### src/rtl/uart_reg_arb_pkg.sv
`default_nettype none
// ============================================================================
// Module      : uart_reg_arb_pkg
// Description : Shared types for the UART register-bus arbiter. Defines the
//               arbiter FSM state encoding, the packed register-access
//               request latched at grant time, and the default timeout
//               counter width.
// Revision    : 1.0 - initial release
// ============================================================================
package uart_reg_arb_pkg;

  // Default width of the ACCESS timeout counter. Terminal count is 2^W-1.
  localparam int TO_W_DEFAULT = 4;

  typedef enum logic [1:0] {
    ST_IDLE    = 2'd0,
    ST_ACCESS  = 2'd1,
    ST_RELEASE = 2'd2
  } arb_state_t;

  // One register-bus access as presented by a requester.
  typedef struct packed {
    logic       wr;
    logic [3:0] addr;
    logic [7:0] wdata;
    logic       be;
  } reg_req_t;

endpackage
`default_nettype wire

### src/rtl/uart_rr_arb2.sv
`default_nettype none
// ============================================================================
// Module      : uart_rr_arb2
// Description : Two-way round-robin grant. A lone requester always wins;
//               under contention the port not granted last wins. The 'last'
//               pointer resets to 1 so port 0 wins the first contention.
// Ports       : mclk, reset_n  - clock, async active-low reset
//               req[1:0]       - request vector (bit N = port N)
//               update         - advance the pointer to the current winner
//               gnt[1:0]       - one-hot grant (combinational from req)
// Revision    : 1.0 - initial release
// ============================================================================
module uart_rr_arb2 (
  input  logic       mclk,
  input  logic       reset_n,
  input  logic [1:0] req,
  input  logic       update,
  output logic [1:0] gnt
);

  logic last_q;
  logic last_d;

  always_comb begin
    gnt = 2'b00;
    case (req)
      2'b01:   gnt = 2'b01;
      2'b10:   gnt = 2'b10;
      2'b11:   gnt = last_q ? 2'b01 : 2'b10;
      default: gnt = 2'b00;
    endcase
  end

  // Only a real grant moves the pointer; an empty update leaves it alone.
  always_comb begin
    last_d = last_q;
    if (update && (gnt != 2'b00)) begin
      last_d = gnt[1];
    end
  end

  always_ff @(posedge mclk or negedge reset_n) begin
    if (!reset_n) begin
      last_q <= 1'b1;
    end else begin
      last_q <= last_d;
    end
  end

endmodule
`default_nettype wire

### src/rtl/uart_reg_arb.sv
`default_nettype none
// ============================================================================
// Module      : uart_reg_arb
// Description : Shares the UART 8-bit register bus between two requesters
//               (port 0 CPU bridge, port 1 boot/console sequencer). Accesses
//               are serialised round-robin, held until s_ack, followed by one
//               forced idle cycle, and aborted with err after 2^TO_W-1
//               ACCESS cycles without an ack. All outputs are registered.
// Ports       : mclk, reset_n           - clock, async active-low reset
//               mN_cs/wr/addr/wdata/be  - requester N access (N = 0, 1)
//               mN_rdata/ack/err        - requester N completion
//               s_cs/wr/addr/wdata/be   - to UART register bus
//               s_rdata, s_ack          - from UART register bus
// Revision    : 1.0 - initial release
// ============================================================================
module uart_reg_arb
  import uart_reg_arb_pkg::*;
#(
  parameter int TO_W = TO_W_DEFAULT
) (
  input  logic       mclk,
  input  logic       reset_n,
  input  logic       m0_cs,
  input  logic       m0_wr,
  input  logic [3:0] m0_addr,
  input  logic [7:0] m0_wdata,
  input  logic       m0_be,
  output logic [7:0] m0_rdata,
  output logic       m0_ack,
  output logic       m0_err,
  input  logic       m1_cs,
  input  logic       m1_wr,
  input  logic [3:0] m1_addr,
  input  logic [7:0] m1_wdata,
  input  logic       m1_be,
  output logic [7:0] m1_rdata,
  output logic       m1_ack,
  output logic       m1_err,
  output logic       s_cs,
  output logic       s_wr,
  output logic [3:0] s_addr,
  output logic [7:0] s_wdata,
  output logic       s_be,
  input  logic [7:0] s_rdata,
  input  logic       s_ack
);

  localparam logic [TO_W-1:0] CNT_TC = {TO_W{1'b1}};

  arb_state_t      state_q, state_d;
  reg_req_t        req_q, req_d;
  logic [TO_W-1:0] cnt_q, cnt_d, cnt_inc;
  logic            sel_q, sel_d;
  logic            s_cs_q, s_cs_d;
  logic [1:0]      ack_q, ack_d;
  logic            err_q, err_d;
  logic [7:0]      rdata_q, rdata_d;

  reg_req_t        m0_req, m1_req;
  logic            grant_en;
  logic [1:0]      arb_req;
  logic [1:0]      gnt;

  assign m0_req   = {m0_wr, m0_addr, m0_wdata, m0_be};
  assign m1_req   = {m1_wr, m1_addr, m1_wdata, m1_be};

  // Requests are only looked at in IDLE, so the arbiter sees nothing else.
  assign grant_en = (state_q == ST_IDLE);
  assign arb_req  = {m1_cs, m0_cs} & {2{grant_en}};

  uart_rr_arb2 u_rr_arb (
    .mclk    (mclk),
    .reset_n (reset_n),
    .req     (arb_req),
    .update  (grant_en),
    .gnt     (gnt)
  );

  always_comb begin
    state_d = state_q;
    req_d   = req_q;
    cnt_d   = cnt_q;
    sel_d   = sel_q;
    s_cs_d  = s_cs_q;
    ack_d   = 2'b00;
    err_d   = err_q;
    rdata_d = rdata_q;
    cnt_inc = cnt_q + TO_W'(1);

    case (state_q)
      ST_IDLE: begin
        s_cs_d = 1'b0;
        if (gnt != 2'b00) begin
          sel_d   = gnt[1];
          req_d   = gnt[1] ? m1_req : m0_req;
          cnt_d   = '0;
          s_cs_d  = 1'b1;
          state_d = ST_ACCESS;
        end
      end

      ST_ACCESS: begin
        // s_ack is checked first so it wins over a same-cycle terminal count.
        if (s_ack) begin
          s_cs_d       = 1'b0;
          ack_d[sel_q] = 1'b1;
          err_d        = 1'b0;
          rdata_d      = req_q.wr ? 8'h00 : s_rdata;
          state_d      = ST_RELEASE;
        end else begin
          if (cnt_q != CNT_TC) begin
            cnt_d = cnt_inc;
          end
          if ((cnt_inc == CNT_TC) || (cnt_q == CNT_TC)) begin
            s_cs_d       = 1'b0;
            ack_d[sel_q] = 1'b1;
            err_d        = 1'b1;
            rdata_d      = 8'h00;
            state_d      = ST_RELEASE;
          end
        end
      end

      ST_RELEASE: begin
        // Forced idle cycle; response registers return to 0 afterwards.
        s_cs_d  = 1'b0;
        err_d   = 1'b0;
        rdata_d = 8'h00;
        state_d = ST_IDLE;
      end

      default: begin
        s_cs_d  = 1'b0;
        state_d = ST_IDLE;
      end
    endcase
  end

  always_ff @(posedge mclk or negedge reset_n) begin
    if (!reset_n) begin
      state_q <= ST_IDLE;
      req_q   <= '0;
      cnt_q   <= '0;
      sel_q   <= 1'b0;
      s_cs_q  <= 1'b0;
      ack_q   <= 2'b00;
      err_q   <= 1'b0;
      rdata_q <= 8'h00;
    end else begin
      state_q <= state_d;
      req_q   <= req_d;
      cnt_q   <= cnt_d;
      sel_q   <= sel_d;
      s_cs_q  <= s_cs_d;
      ack_q   <= ack_d;
      err_q   <= err_d;
      rdata_q <= rdata_d;
    end
  end

  assign s_cs     = s_cs_q;
  assign s_wr     = req_q.wr;
  assign s_addr   = req_q.addr;
  assign s_wdata  = req_q.wdata;
  assign s_be     = req_q.be;

  assign m0_ack   = ack_q[0];
  assign m1_ack   = ack_q[1];
  assign m0_err   = err_q;
  assign m1_err   = err_q;
  assign m0_rdata = rdata_q;
  assign m1_rdata = rdata_q;

endmodule
`default_nettype wire

### config.mk
export PLATFORM = sky130hd
export DESIGN_NAME = uart_reg_arb
export DESIGN_NICKNAME = d
export VERILOG_FILES = /design/src/rtl/uart_reg_arb_pkg.sv /design/src/rtl/uart_rr_arb2.sv /design/src/rtl/uart_reg_arb.sv
export SDC_FILE = /design/constraint.sdc
export NUM_CORES = 1
export LEC_CHECK = 0
export ABC_CLOCK_PERIOD_IN_PS = 1800
export CORE_MARGIN = 5
export CORE_UTILIZATION = 41
export DETAILED_ROUTE_END_ITERATION = 12
export HOLD_SLACK_MARGIN = 0.1
export PLACE_DENSITY = 0.82
export SLEW_MARGIN = 30
export SYNTH_ARGS = -nofsm -noshare
export SYNTH_HDL_FRONTEND = slang
export SYNTH_SLANG_ARGS = --single-unit
### constraint.sdc
create_clock -name mclk -period 1.8 [get_ports mclk]
set_input_delay 0.36 -clock mclk [delete_from_list [all_inputs] [get_ports mclk]]
set_output_delay 0.36 -clock mclk [all_outputs]
set_load 0.005 [all_outputs]
==> qor.yml <==
worst_setup_path:
  cp_slowest_stage_delay_ps: 490
  critPathLaunch: "cnt_q[0]"
  path_delay_family: "compound AO/OA/AOI/OAI gates"
  path_buf_inv: 1
  cp.arrival_ps: 1930
  critical_path_class: "reg -> reg"
  cp-end-kind: "flip-flop"
  crit_fanout: 6
  critPathLaunchType: "flip-flop"
  required_ps: 2010
  worstPathCellList: "inv_1 > ha_2 > nor4bb_2 > and2_4 > a2111o_1 > o21ai_1"
  slowest_stage: "a2111o_1"
  r2r_start: "cnt_q[0]"
global_routing:
  grt.total_usage_pct: 16.40
  antenna_found_initial: 0
  grtUsageMet1_pct: 18.55
  grt_pass1_vias: 1452
  use_met2_pct: 26.63
  grt_first_pass_wirelength_um: 6748
  use_met3_pct: 7.162
  overflow: 0
  grt_max_degree: 22
  busiest_layer: "met2"
clock_network:
  cts_buffers: 5
  h-tree-depth: 2
  clkLatencyLatePin_ps: 290
  cts_tree: "built"
  clk_pin_slew_ps: 60
  cts_sinks: 34
  clockBufferDepth: 2
  cts-root-buf: "clkbuf_8"
min_path:
  hp-class: "in -> async"
place:
  portBuffers: 75
  hpwl_um: 3347
  gp_congestion: 0.9086
sta:
  finalCritPeriodShare_pct: 95.54
  relSlewSlack_pct: 73.32
  clock_skew_ps: 2.414
  holdWs_ps: 362.7
  tightest_slew_ps: 399.0
  drv_slew: 0
  period_needed_ps: 1720
  final.setup.tns_ps: 0
  setup_viol: 0
  fmax_mhz: 581.5
  finalHoldViolCount: 0
logic_synthesis:
  ys_ff_latch: 34
  synth_common_cells: "dfrtp_1 (33), nand2_1 (24), o21ai_0 (20), mux2i_1 (14), inv_1 (11)"
  synth_top_area_share_pct: 48.49
  synthArstFlopShare_pct: 100.0
  syn_avg_cell_area_um2: 9.958
  yosys_warnings: 0
  synth_top_area_cell: "dfrtp_1"
  synthesis.area_um2: 1703
  synth_cells: 171
  synth_most_common_cell: "dfrtp_1"
  synth_area_leaders: "dfrtp_1 (48%), mux2i_1 (8.2%), o21ai_0 (5.9%), nand2_1 (5.3%), buf_4 (4.4%)"
  yosysSeqAreaShare_pct: 50.04
  ys.flop_type: "dfrtp_1"
  yosysUniqueCellTypes: 36
  synth_edf_count: 0
  syn-num-nets: 214
outcome:
  run_status: "finished, final reports clean"
layout:
  areaGrowthSynthToFinish_pct: 56.58
  diodes: 0
  final_nets: 294
  drive_gt1_share_pct: 13.10
detailed_routing:
  dr.pass1.iters: 4
  routedWlPerCell_um: 14.12
  via_per_inst: 4.907
  ant_nets: 0
  drt_iter0_drc: 80
  wirelength_um: 4265
  drc: 0
  via_count: 1482
floorplan:
  die_x_um: 74.45
  rows: 23
  ioPinCount: 76
  die_area_um2: 5542
  die_y_um: 74.45
  core-area_um2: 4000
  start_util_pct: 42.57
pwr:
  ir_worst_vdd_uv: 691.8
  p_leak_nw: 1.216
  power.density_nw_per_um2: 1452
flow_run:
  max-cap-violations: 0
report_power, final:
group	internal [W]	leakage, nW	switching, W
clock network	0.000414	0.0524	0.000265
logic	0.00108	0.736	0.000748
registers	0.00110	0.428	0.000260
path summary, 6_finish.rpt:
check,depth (start not counted),to,slack [ps]
max in group asynchronous,2,m0_rdata[1],960
worst max register to register,6,m0_rdata[0],80
worst max-delay path,6,m0_rdata[0],80
worst min register to register,1,ack_q[0],460
worst min-delay path,1,s_wdata[0],360
min in group mclk,1,ack_q[0],460
layout make-up:
class / count / area, µm²
fill: 340 / 1334
timing repair buffer: 88 / 873.3
sequential: 34 / 852.1
multi-input combinational: 111 / 730.7
clock buffer: 7 / 76.32
tap: 50 / 62.56
inverter: 11 / 41.29
clock inverter: 1 / 30.03
layer usage:
layer | vias to the layer above | part of all wire [%]
met3 | 5 | 13
met5 | - | 0
met1 | 660 | 39
met2 | 74 | 47
li1 | 743 | -
met4 | 0 | 1.2
metrics by stage:
stage	utilization, %	setup WS (ps)	std cells	area [µm²]	power (W)
after CTS	65.94	29.64	300	2638	0.003888
after detailed placement	63.28	-40.22	292	2531	0.003189
after global placement	63.28	33.62	292	2531	0.003121
final	66.66	80.25	302	2666	0.003872
after floorplan	-	189.6	171	1703	0.002213
after global routing	66.66	-6.649	302	2666	0.004169
sequential cells by signal (all words and copies together) (netlist names):
signal,flops
sel_q,1
m0_err,1
s_addr,4
s_wr,1
u_rr_arb.last_q,1
ack_q,2
s_cs,1
cnt_q,4
s_wdata,8
s_be,1
state_q,2
m0_rdata,8
cell families (layout without fill, tap and decap cells):
group | after synthesis | count (layout) | share of synthesized area (%)
AOI/OAI and AO/OA | 46 | 46 | 16.90
xor gates and xnor gates | 1 | 1 | 0.5144
adders and majority gates | 2 | 2 | 1.469
buffers and inverters | 26 | 107 | 8.082
DFF | 34 | 34 | 50.04
muxes | 15 | 15 | 8.890
and+or+nand+nor | 47 | 47 | 14.11
layout by cell type (no fill, tap or decap), types with 2 or more instances in the layout:
cell type,netlist,routed
inv_1,11,11
nor2_1,4,4
nor2b_1,4,4
nand3_1,3,3
and2_1,2,2
dfrtp_1,33,33
buf_12,0,2
a22oi_1,6,6
o31ai_1,4,4
clkdlybuf4s50_1,0,75
and3b_1,2,2
mux2i_1,14,14
buf_4,10,11
o21ai_2,1,3
nand2_1,24,24
o21ai_1,6,5
clkbuf_1,3,2
o21ai_0,20,19
clkbuf_8,0,5
a21oi_1,2,2
timing repair:
action,4_1_cts,5_1_grt
setup buffers,0,2
hold buffers,0,0
endpoints found under the setup margin,0,10
gates resized for setup,0,5
Power figures use the tool's default switching activity.
